File: src/rtl/poly_add_sub_seq.sv
// Whole-polynomial modular add/sub sequencer: streams A/B coefficients through a
// 2-cycle mod-3329 add/sub unit and writes C in ascending order, one per cycle.

module mod_uni_add_sub #(
  parameter logic [11:0] Q = 12'd3329
) (
  input  logic        clk,
  input  logic        rst,
  input  logic        valid_i,
  input  logic [11:0] op1_i,
  input  logic [11:0] op2_i,
  input  logic        is_sub_i,
  output logic        valid_o,
  output logic [11:0] result_o
);
  logic [12:0] sum_q, sum_d;
  logic [11:0] res_q, res_d;
  logic        v1_q, v2_q;

  // Subtraction is done as A + (Q - B) so both ops share one conditional -Q stage.
  always_comb begin
    sum_d = {1'b0, op1_i} + (is_sub_i ? {1'b0, Q - op2_i} : {1'b0, op2_i});
    res_d = (sum_q >= {1'b0, Q}) ? 12'(sum_q - {1'b0, Q}) : sum_q[11:0];
  end

  always_ff @(posedge clk) begin
    if (rst) begin
      v1_q  <= 1'b0;
      v2_q  <= 1'b0;
      sum_q <= '0;
      res_q <= '0;
    end else begin
      v1_q  <= valid_i;
      v2_q  <= v1_q;
      sum_q <= sum_d;
      res_q <= res_d;
    end
  end

  assign valid_o  = v2_q;
  assign result_o = res_q;
endmodule

module poly_add_sub_seq #(
  parameter int N_COEFFS = 256,
  parameter int ADDR_W   = $clog2(N_COEFFS)
) (
  input  logic              clk,
  input  logic              rst,
  input  logic              start_i,
  input  logic              is_sub_i,
  output logic              busy_o,
  output logic              done_o,
  output logic              rd_en_o,
  output logic [ADDR_W-1:0] rd_addr_o,
  input  logic [11:0]       a_data_i,
  input  logic [11:0]       b_data_i,
  output logic              wr_en_o,
  output logic [ADDR_W-1:0] wr_addr_o,
  output logic [11:0]       wr_data_o
);
  typedef enum logic [1:0] {S_IDLE, S_RUN, S_DRAIN, S_DONE} state_t;

  localparam logic [ADDR_W-1:0] LAST_ADDR = ADDR_W'(N_COEFFS - 1);

  state_t            state_q, state_d;
  logic [ADDR_W-1:0] rd_cnt_q, rd_cnt_d;
  logic [ADDR_W-1:0] wr_cnt_q, wr_cnt_d;
  logic [1:0]        drain_q, drain_d;
  logic              is_sub_q, is_sub_d;
  logic              rd_vld_q;
  logic              au_valid;
  logic [11:0]       au_result;

  always_comb begin
    state_d  = state_q;
    rd_cnt_d = rd_cnt_q;
    wr_cnt_d = wr_cnt_q;
    drain_d  = drain_q;
    is_sub_d = is_sub_q;
    case (state_q)
      S_IDLE: begin
        if (start_i) begin
          is_sub_d = is_sub_i;
          rd_cnt_d = '0;
          state_d  = S_RUN;
        end
      end
      S_RUN: begin
        if (rd_cnt_q == LAST_ADDR) begin
          rd_cnt_d = '0;
          drain_d  = 2'd2;
          state_d  = S_DRAIN;
        end else begin
          rd_cnt_d = rd_cnt_q + 1'b1;
        end
      end
      S_DRAIN: begin
        if (drain_q == 2'd0) state_d = S_DONE;
        else                 drain_d = drain_q - 1'b1;
      end
      S_DONE:  state_d = S_IDLE;
      default: state_d = S_IDLE;
    endcase

    if (state_q == S_IDLE && start_i) begin
      wr_cnt_d = '0;
    end else if (au_valid) begin
      wr_cnt_d = (wr_cnt_q == LAST_ADDR) ? '0 : wr_cnt_q + 1'b1;
    end
  end

  always_ff @(posedge clk) begin
    if (rst) begin
      state_q  <= S_IDLE;
      rd_cnt_q <= '0;
      wr_cnt_q <= '0;
      drain_q  <= '0;
      is_sub_q <= 1'b0;
      rd_vld_q <= 1'b0;
    end else begin
      state_q  <= state_d;
      rd_cnt_q <= rd_cnt_d;
      wr_cnt_q <= wr_cnt_d;
      drain_q  <= drain_d;
      is_sub_q <= is_sub_d;
      rd_vld_q <= rd_en_o;
    end
  end

  mod_uni_add_sub u_addsub (
    .clk      (clk),
    .rst      (rst),
    .valid_i  (rd_vld_q),
    .op1_i    (a_data_i),
    .op2_i    (b_data_i),
    .is_sub_i (is_sub_q),
    .valid_o  (au_valid),
    .result_o (au_result)
  );

  assign busy_o    = (state_q != S_IDLE);
  assign done_o    = (state_q == S_DONE);
  assign rd_en_o   = (state_q == S_RUN);
  assign rd_addr_o = rd_cnt_q;
  assign wr_en_o   = au_valid;
  assign wr_addr_o = wr_cnt_q;
  assign wr_data_o = au_result;
endmodule

File: config.mk
export PLATFORM = sky130hd
export DESIGN_NAME = poly_add_sub_seq
export DESIGN_NICKNAME = d
export VERILOG_FILES = /design/src/rtl/poly_add_sub_seq.sv
export SDC_FILE = /design/constraint.sdc
export NUM_CORES = 1
export LEC_CHECK = 0
export ABC_AREA = 1
export BUFFER_PORTS_ARGS = -buffer_cell sky130_fd_sc_hd__buf_2
export CORE_AREA = 2 2 77 79
export DETAILED_ROUTE_END_ITERATION = 6
export DIE_AREA = 0 0 79 81
export PLACE_DENSITY = 0.75
export SLEW_MARGIN = 20
export SYNTH_ARGS = -nofsm -noshare
export SYNTH_HDL_FRONTEND = slang
export SYNTH_SLANG_ARGS = --single-unit
File: constraint.sdc
create_clock -name clk -period 2.4 [get_ports clk]
set_input_delay 0.12 -clock clk [delete_from_list [all_inputs] [get_ports clk]]
set_output_delay 0.12 -clock clk [all_outputs]
set_load 0.05 [all_outputs]
### Yosys cells after proc, flatten, opt, wreduce, memory -nomap -nowiden

Index checks and enable logic that the tools add are counted.

* add/sub/neg operators: 6
* multiply operators: 0
* divide/modulo/power cells: 0
* $lt $le $gt $ge: 1
* eq/ne operators: 9
* shift operators: 0
* muxes and demuxes: 12
* bitwise logic cells: 0
* reduce and logical (&&, ||, !) cells: 11

Operators with widths (count)
* $mux 12: 2
* $mux 8: 3
* $add 8x1->8 const B: 2
* $eq 8x8->1 const B: 2
* $pmux 8 s2: 1
* $add 12x13->13: 1
* $ge 13x12->1 const B: 1
* $sub 12x12->12 const A: 1
* $sub 12x12->12 const B: 1
* $mux 2: 4
* $pmux 2 s4: 1
* $ne 2x2->1 const B: 3
* $reduce_and 3->1: 2
* $reduce_bool 2->1: 3
* $eq 2x2->1 const B: 2
* $logic_not 2->1: 2
* $pmux 2 s2: 1
* $reduce_and 2->1: 2
* $eq 2x1->1 const B: 1
* $ne 2x1->1 const B: 1
* $reduce_or 2->1: 1
* $sub 2x1->2 const B: 1
* $logic_and 1x1->1: 1

* bits in registers: 49
* bits in latches: 0
* RAM bits: 0
* memory bits (read-only): 0
* input bits: 28
* output and inout port bits: 32
* logic and storage cells: 49
* memories kept: 0

### Depth between registers and ports, before layout

Gate-level depths: netlist of run 1.

* depth after elaboration: 3
* mapped depth: 18
* depth with buffers taken out: 18

### Modules after synthesis

From an unflattened synthesis of run 1, not the netlist that was laid out.

* cells, all modules: 456
* area, all modules: 3066.7 µm²

Modules (own cells, without submodules)
* mod_uni_add_sub: instances 1, cells an instance 292, area an instance 1920.6 µm², sequential area each 540.5 µm²
* poly_add_sub_seq: instances 1, cells an instance 164, area an instance 1146.1 µm², sequential area each 440.4 µm²

### Worst setup path before layout of run 1

Ideal clock, no wire load.

* path kind: input port to flip-flop
* start: input port b_data_i[1]
* end: register u_addsub.sum_q[10]
* library setup time: 0.113 ns
* data arrival time: 1.749 ns
* required time: 2.287 ns
* path slack: 0.538 ns
* stages: 16
* path buffers: 0
* path through: inv_1 > ha_1 > inv_1 > nor2_1 > nand3_1 > nor2_1 > nor3_1 > xor2_1 > ha_1 > nand2_1 > nor2_1 > nand3_1 > nand3_1 > nand2_1 > nand2_1 > nor2_1

* longest elaborated chain between the ends: 3

Ends and longest elaborated chain
* from (decl): line 57 `input logic [11:0] b_data_i,`
* $sub 12x12->12: line 22 `sum_d = {1'b0, op1_i} + (is_sub_i ? {1'b0, Q - op2_i} : {1'b0, op2_i});`
* $mux 12 *: line 22
* $add 12x13->13 *: line 22
* to (signal assigned): line 35 `sum_q <= sum_d;`
* to (decl): line 16 `logic [12:0] sum_q, sum_d;`

Mark *: on every way between the ends. The rest lies on a longest branch, timed or not.
A chain may end at the register's enable or synchronous reset.

### Worst setup path after layout of run 1

* start: register is_sub_q
* end: register u_addsub.sum_q[8]

* longest elaborated chain between the ends: 2

Ends and longest elaborated chain
* from (decl): line 70 `logic is_sub_q, is_sub_d;`
* from (signal assigned): line 126 `is_sub_q <= is_sub_d;`
* $mux 12: line 22
* $add 12x13->13: line 22

No other way between the ends.

==> results of run 1 <==
## report_power, final
part           switching [mW]  internal [mW]
combinational           0.960          0.429
clock                   0.280          0.211
sequential              0.115          0.959
## flip-flops by register name, indices dropped and copies added, names as in the netlist
name,count
u_addsub.valid_o,1
drain_q,2
is_sub_q,1
rd_addr_o,8
u_addsub.result_o,12
u_addsub.v1_q,1
rd_vld_q,1
u_addsub.sum_q,13
wr_addr_o,8
state_q,2
## layout by cell type, fill, tap and decap left out, types with 2 or more instances in the layout
master,n
nand2_1,88
nor2_1,71
buf_2,59
inv_1,52
dfxtp_1,49
a21oi_1,42
nand3_1,30
o21ai_0,23
ha_1,23
xor2_1,10
nor3_1,9
clkbuf_8,5
xnor2_1,3
inv_2,3
o21ai_1,3
o21bai_1,2
nor3_2,2
nor2_2,2
nand2_2,2
a21o_1,2
a21boi_0,2
or2_2,2
nand4_1,2
buf_4,2
## critical path: stages (launching register included)
cell and delay [ns]:
dfxtp_1 0.37, xor2_1 0.15, ha_1 0.23, inv_1 0.08, fa_1 0.36, inv_1 0.12, nand3_1 0.08, nand2_1 0.13
nand3_1 0.08, nand2_1 0.11, o21ai_0 0.08, a21oi_1 0.12
## cells by family after synthesis
family | share of synthesized area, %
AND/OR/NAND/NOR | 30.3
AO/OA/AOI/OAI | 14.0
buffers and inverters | 8.64
flip-flops | 32.9
adder cells (fa/ha/maj) | 10.3
XOR/XNOR | 3.82
## metal layers
layer / GRT usage (%) / part of all wire (%)
met5: 0 / 0
met4: 5.17 / 0.72
met3: 3.44 / 4.6
met2: 33.4 / 46
met1: 24.5 / 49
## worst paths after layout
kind                            slack [ns]          start  cells past startpoint                end
worst max register to register        0.40       is_sub_q                     11  u_addsub.sum_q[8]
worst max-delay path                  0.40       is_sub_q                     11  u_addsub.sum_q[8]
worst min register to register        0.41  u_addsub.v1_q                      2   u_addsub.valid_o
worst min-delay path                  0.07            rst                      2  u_addsub.sum_q[0]
## stage by stage
stage	std cells	hold slack [ns]
final	576	0.0660
after global routing	576	0.0633
after CTS	576	0.0530
after detailed placement	568	0.382
after global placement	568	0.390
after floorplan	440	0.311
## layout make-up
cell class / count / area, um2
Tap cell: 75 / 93.8
Multi-Input combinational cell: 328 / 1740
Timing Repair Buffer: 61 / 310
Sequential cell: 49 / 981
Fill cell: 542 / 2250
Clock inverter: 3 / 25.0
Inverter: 55 / 206
Clock buffer: 5 / 68.8
==> flow_summary.toml, run 1 <==
[timing]
slew_headroom_pct = 62.7
fin_ws_ns = 0.405
drv_slew = 0
min_period_over_period_pct = 83.1
fin_crit_ns = 2.00
finalSetupViolations = 0
rsz0062_at_grt = "false"
tightest_slew_ns = 0.559
hold_viol_final = 0
fin_setup_tns_ns = 0
clock_skew_ns = 0.0121
max_freq_ghz = 0.501

[logic_synthesis]
yosysWarnings = 0
synth_area_um2 = 2980
synth_top_area_share_pct = 32.9
syn-num-nets = 492
ys_seq_area_share_pct = 32.9
synth-edff-count = 0
synthCells = 440
netlist_top_cells_count = "nand2_1 (88), nor2_1 (71), inv_1 (52)"
synth_top_area_cell = "dfxtp_1"
yosysMostFrequentCell = "nand2_1"
syn_area_per_cell_um2 = 6.78
ys.flop_type = "dfxtp_1"
synthTopCellsByArea = "dfxtp_1 (33%), nand2_1 (11%), ha_1 (9.6%)"
ys_ff_latch = 49
synth_cell_types = 35
async_reset_ff_share_pct = 0

[clock_network]
cts-root-buf = "clkbuf_8"
cts_buffer_depth = 2
cts-buffers-inserted = 5
clock_latency_ns = 0.30
postCtsSetupBuffers = 0
cts_tree = "built"
cts_resized = 0
h-tree-depth = 2
hold_buffers = 0
path_clk_slew_ns = 0.10
cts.sinks = 49

[critical_path]
critical_path_required_ns = 2.62
start_kind = "register"
endpoint_kind = "register"
critPathKind = "register to register"
critical_path_arrival_ns = 2.22
worstPathMaxFanout = 4

[global_route]
track_usage_pct = 19.2
grt_overflow_total = 0
grt_pass1_wl_um = 10100
grt_max_degree = 24
grt_pass1_vias = 2395
antenna_found_initial = 0

[finish]
final_util_pct = 60.4
nets = 552
syn_to_final_growth_pct = 15.0
drive_gt1_share_pct = 16.8
diodes = 0
fin_area_um2 = 3430

[die]
pin_count = 60
die-area_um2 = 6400
die_height_um = 81
die-width_um = 79
start_util_pct = 52.6
core_area_um2 = 5680
rows = 28

[place]
port_buffers = 59
placed_area_um2 = 3340
pre_cts_slack_ns = 0.171
hpwl_um = 4770
gp_congestion = 0.851

[run]
maxCapViolCount = 0

[power_and_ir_drop]
leakage_nw = 1.69
power_density_nw_per_um2 = 861
vdd_drop_max_uv = 791
power_mw = 2.95

[worst_hold_path]
hp-class = "input port to register"

[detailed_routing]
drc = 0
drt_iter0_drc = 87
avgRoutedWirePerCell_um = 10.2
viasPerCell = 4.85
routed_wirelength_um = 5860
ant_nets = 0
via_count = 2794
dr.pass1.iters = 4

[run_status]
status = "complete, no violations"
Note: power is estimated with default switching activity, not from simulation.
==> run 2, diff against run 1 <==
- ABC_AREA: 1 -> 0
- CORE_AREA: 2 2 77 79 -> 2 2 75 77
- DIE_AREA: 0 0 79 81 -> 0 0 77 79
- clock period: 2.4 -> 2 ns (I/O delays scaled with it)
==> run 2 against run 1 <==
Net effect:
- synthesized cell count down 26%
- cell area rose by 9.3%
- highest routed layer unchanged
- sequential power rose by 21%
- core utilization is 9.8 points higher
- via count decreased by 7.9%
- critical path type unchanged
- clock power grew 9.2%
- the run now ends with setup timing left
- first-iteration DRC count up 18%
==> flow_summary.toml, run 2 <==
[finish]
syn_to_final_growth_pct = 33.5
nets = 483
register_area_um2 = 985
diodes = 0
multi_input_area_um2 = 1880
layout_commonest_cell = "buf_2"
largest_reg_flops = 13
fin_area_um2 = 3750
drive_gt1_share_pct = 33.6
layout_common_cells = "buf_2 (59), dfxtp_1 (48), nor2_1 (45)"
final_util_pct = 70.2
regMostFlops = "u_addsub.sum_q"
nFillCells = 448

[logic_synthesis]
async_reset_ff_share_pct = 0
ys_seq_area_share_pct = 34.9
yosysWarnings = 0
synth-edff-count = 0
synth_cell_types = 50
synth_area_um2 = 2810
ys.flop_type = "dfxtp_1"
synth_top_area_cell = "dfxtp_1"
synthTopCellsByArea = "dfxtp_1 (35%), ha_1 (10%), xor2_1 (6.2%)"
netlist_top_cells_count = "dfxtp_1 (49), nor2_1 (45), ha_1 (23)"
synth_top_area_share_pct = 34.9
synthCells = 324
ys_ff_latch = 49
syn_area_per_cell_um2 = 8.67
yosysMostFrequentCell = "dfxtp_1"
syn-num-nets = 376

[global_route]
grt_pass1_vias = 2335
grt_overflow_total = 0
grt_max_degree = 23
antenna_found_initial = 0
grt_pass1_wl_um = 9660
track_usage_pct = 19.2

[critical_path]
critical_path_required_ns = 2.17
worstPathMaxFanout = 7
start_kind = "register"
critical_path_arrival_ns = 2.35
endpoint_kind = "register"
critPathKind = "register to register"

[power_and_ir_drop]
p_comb_share_pct = 50.7
p_switching_mw = 1.51
leakage_nw = 1.70
p_clk_share_pct = 14.5
vdd_drop_max_uv = 665
power_mw = 3.70
seq_power_share_pct = 34.8
power_density_nw_per_um2 = 986
netSwitchingFraction_pct = 40.9
internal_power_mw = 2.18

[detailed_routing]
drc = 0
drt_iter0_drc = 103
routed_wirelength_um = 5840
avgRoutedWirePerCell_um = 11.6
viasPerCell = 5.10
via_count = 2572
ant_nets = 0
dr.pass1.iters = 4

[timing]
slew_headroom_pct = 73.9
finalSetupViolations = 8
max_freq_ghz = 0.460
fin_crit_ns = 2.17
rsz0062_at_grt = "true"
tightest_slew_ns = 0.388
fin_setup_tns_ns = -0.652
drv_slew = 0
clock_skew_ns = 0.00931
hold_viol_final = 0
min_period_over_period_pct = 109
fin_ws_ns = -0.174

[place]
gp_congestion = 0.786
placed_area_um2 = 3480
hpwl_um = 4370
port_buffers = 59
pre_cts_slack_ns = -0.326

[clock_network]
cts.sinks = 49
cts_tree = "built"
h-tree-depth = 2
cts-buffers-inserted = 5
cts-root-buf = "clkbuf_8"
path_clk_slew_ns = 0.09
hold_buffers = 0
cts_buffer_depth = 2
clock_latency_ns = 0.29

[die]
pin_count = 60
die-area_um2 = 6080
rows = 27
start_util_pct = 52.6
die-width_um = 77
core_area_um2 = 5340
die_height_um = 79

[run]
maxCapViolCount = 0

[run_status]
violations = "setup timing"
status = "finished with violations"

[worst_hold_path]
hp-class = "input port to register"
## run 2: cell types whose count changed in the layout (fill, tap and decap cells not counted), moves of 9 or more
cell	previous run	this run
nand3_1	30	14
nor2_1	71	45
o21ai_0	23	4
xnor2_1	3	14
xor2_1	10	19
inv_1	52	15
a21oi_1	42	10
nor2b_1	0	12
nand2_1	88	22
buf_4	2	43
## run 2: critical path, stage by stage (launching register included)
cell	delay [ns]
dfxtp_4	0.42
xor2_1	0.17
ha_2	0.21
inv_1	0.05
fa_2	0.33
nand2b_4	0.15
a21oi_2	0.17
or2_1	0.14
a31oi_1	0.09
mux2_1	0.32
## run 2: final cells by class
type | instances | share of cell area (%)
Clock buffer | 6 | 1.94
Clock inverter | 2 | 0.267
Inverter | 16 | 1.60
Multi-Input combinational cell | 254 | 50.1
Sequential cell | 49 | 26.3
Tap cell | 72 | 2.40
Timing Repair Buffer | 105 | 17.4
## run 2: stage by stage
stage,hold WS [ns],instances
finish,0.0368,504
global route,0.0492,504
CTS,0.0315,498
detailed placement,0.355,486
global placement,0.358,486
floorplan,0.240,324
## run 2: path summary, 6_finish.rpt
check,cells past startpoint,end,from,slack [ns]
setup / recovery,9,u_addsub.sum_q[8],is_sub_q,-0.17
setup reg to reg,9,u_addsub.sum_q[8],is_sub_q,-0.17
hold reg to reg,1,u_addsub.valid_o,u_addsub.v1_q,0.44
hold / removal,3,is_sub_q,is_sub_i,0.04
## run 2: what timing repair did
| item | CTS | global route |
|---|---|---|
| endpoints found under the setup margin | 7 | 7 |
| buffers inserted | 4 | 6 |
| resized for setup | 9 | 16 |
| gates cloned | 0 | 0 |
| pin swaps | 9 | 15 |
## run 2: kinds of logic (layout without fill, tap and decap cells)
logic type      after synthesis  count (layout)  share of synthesized area [%]
mux                           9               9                           3.65
fa+ha+maj                    24              24                           11.0
buf+inv                      21             129                           2.81
xor+xnor                     35              35                           10.9
simple gates                134             134                           25.2
compound gates               52              52                           11.5
flops                        49              49                           34.9
## run 2: layer usage
| layer | part of all wire [%] | GRT usage [%] | vias up |
|---|---|---|---|
| li1 | - | - | 1329 |
| met1 | 45 | 23.7 | 1169 |
| met2 | 49 | 34.5 | 63 |
| met3 | 3.8 | 3.07 | 11 |
| met4 | 1.8 | 5.89 | 0 |
| met5 | 0 | 0 | - |
## run 2: power groups by stage
stage          Sequential, mW  Combinational, mW  Clock, mW
2_1_floorplan            1.50               1.04          0
3_3_place_gp             1.31               1.66          0
3_5_place_dp             1.31               1.69          0
4_1_cts                  1.29               1.75      0.556
5_1_grt                  1.32               2.05      0.592
6_report                 1.29               1.87      0.536
==> run 3, diff against run 2 <==
- CORE_AREA: 2 2 75 77 -> 5 5 78 80
- DIE_AREA: 0 0 77 79 -> 0 0 83 85
- RECOVER_POWER: default -> 100
==> run 3 against run 2 <==
Net effect:
- first-iteration DRC count is 35% lower
- worst hold slack better by 0.018 ns
- non-clock buffer count is 3 lower
- largest cell class unchanged
- critical path type unchanged
- highest routed layer unchanged
- critical endpoint unchanged
- the flow still finishes with violations (setup timing)
- via count is 0.58% lower
==> flow_summary.toml, run 3 (same netlist as run 2, synthesis figures left out) <==
[run_status]
status = "finished with violations"
violations = "setup timing"

[finish]
nets = 480
diodes = 0
fin_area_um2 = 3670
nFillCells = 464
layout_commonest_cell = "dfxtp_1"
regMostFlops = "u_addsub.sum_q"
syn_to_final_growth_pct = 30.8
largest_reg_flops = 13
layout_common_cells = "dfxtp_1 (48), nor2_1 (45), buf_4 (36)"
drive_gt1_share_pct = 24.2

[critical_path]
reg2regPathDepth = 9
endpoint_kind = "register"
r2r_end = "u_addsub.sum_q[8]"
critical_path_required_ns = 2.17
start_kind = "register"
worstPathMaxFanout = 7
critPathKind = "register to register"
r2r_setup_slack_ns = -0.16
critical_path_arrival_ns = 2.33
rr_startpoint = "is_sub_q"

[die]
die-area_um2 = 7060
core_area_um2 = 5340
rows = 27
die_height_um = 85
die-width_um = 83
pin_count = 60
start_util_pct = 52.6

[timing]
drv_slew = 0
fin_crit_ns = 2.16
max_freq_ghz = 0.463
min_period_over_period_pct = 108
clock_skew_ns = 0.00624
slew_headroom_pct = 57.4
fin_ws_ns = -0.158
finalSetupViolations = 7
tightest_slew_ns = 0.642
fin_hold_ws_ns = 0.0551
rsz0062_at_grt = "true"
hold_viol_final = 0

[clock_network]
clock_latency_ns = 0.29
h-tree-depth = 2
cts_tree = "built"
cts.sinks = 49
cts_buffer_depth = 2
cts-root-buf = "clkbuf_8"
path_clk_slew_ns = 0.08
cts-buffers-inserted = 5

[global_route]
grt_pass1_vias = 2461
met1_usage_pct = 19.9
track_usage_pct = 17.0
top_usage_layer = "met2"
grt_use_met3_pct = 3.79
antenna_found_initial = 0
grt_overflow_total = 0
grt_max_degree = 23
grtUsageMet2_pct = 31.0
grt_pass1_wl_um = 10300

[worst_hold_path]
hold_path_end = "is_sub_q"
hp-class = "input port to register"
min_path_cells = 3
hp-start = "is_sub_i"

[power_and_ir_drop]
p_clk_share_pct = 16.5
seq_power_share_pct = 35.2
leakage_nw = 1.56
internal_power_mw = 2.17
vdd_drop_max_uv = 715
power_density_nw_per_um2 = 997
netSwitchingFraction_pct = 40.8
p_switching_mw = 1.50
p_comb_share_pct = 48.3

[place]
hpwl_um = 4700
placed_area_um2 = 3490
port_buffers = 59
gp_congestion = 0.832

[detailed_routing]
avgRoutedWirePerCell_um = 12.4
dr.pass1.iters = 4
ant_nets = 0
viasPerCell = 5.10
drc = 0
via_count = 2557
drt_iter0_drc = 67
routed_wirelength_um = 6230

[run]
maxCapViolCount = 0
-- run 3: changes by cell type in the layout (fill, tap and decap cells not counted), moves of 2 or more --
cell and delta:
a21oi_1 +2, o21ai_0 +3, ha_1 -2, buf_2 -32, o21ai_1 -3, buf_4 -7, mux2_1 +2, a21oi_4 +2
a21oi_2 -4, clkbuf_8 +2, a31oi_1 +2, clkbuf_1 +33
-- run 3: how the worst max path moves through the flow --
stage | end | from
CTS | u_addsub.sum_q[8] | is_sub_q
detailed placement | u_addsub.sum_q[11] | b_data_i[5]
floorplan | u_addsub.sum_q[11] | b_data_i[5]
global placement | u_addsub.sum_q[11] | b_data_i[1]
finish | u_addsub.sum_q[8] | is_sub_q
global route | u_addsub.sum_q[8] | is_sub_q
-- run 3: area by class of cell --
class,count,area [um2],share of cell area (%)
sequential,49,985,26.8
clock buffer,7,96.3,2.62
clock inverter,1,5.00,0.136
inverter,16,60.1,1.63
timing repair buffer,102,579,15.8
multi-input combinational,254,1860,50.6
tap,72,90.1,2.45
-- run 3: timing repair --
item | CTS | global route
endpoints found under the hold margin | 0 | 0
pin swaps | 1 | 11
resized for setup | 5 | 16
setup endpoints to repair | 7 | 8
hold buffers | 0 | 0
setup buffers | 2 | 4
-- run 3: per-layer routing --
metal	up-vias	routed length, um	share of wire [%]
li1	1323	-	-
met1	1171	2720	44
met2	55	3150	51
met3	8	285	4.6
met4	0	72	1.2
met5	-	0	0
-- run 3: power groups by stage --
stage / registers, mW / clock network (mW) / logic (mW)
2_1_floorplan: 1.50 / 0 / 1.04
3_3_place_gp: 1.31 / 0 / 1.68
3_5_place_dp: 1.31 / 0 / 1.71
4_1_cts: 1.29 / 0.628 / 1.75
5_1_grt: 1.32 / 0.678 / 1.95
6_report: 1.29 / 0.605 / 1.77
-- run 3: through the flow --
step | total power, mW | setup TNS (ns) | util (%) | setup slack [ns] | instances
after floorplan | 2.54 | -0.182 | - | -0.0919 | 324
after global placement | 2.98 | -0.832 | 65.4 | -0.209 | 487
after detailed placement | 3.02 | -1.10 | 65.4 | -0.302 | 487
after CTS | 3.66 | -0.534 | 67.9 | -0.153 | 497
after global routing | 3.94 | -1.71 | 68.8 | -0.274 | 501
final | 3.66 | -0.656 | 68.8 | -0.158 | 501
-- run 3: worst max-delay path, cell delays in order (launching register included) --
cell,delay (ns)
dfxtp_4,0.42
xor2_2,0.15
ha_2,0.21
inv_1,0.05
fa_2,0.33
nand2b_4,0.15
a21oi_2,0.18
or2_1,0.14
a31oi_1,0.09
mux2_1,0.31
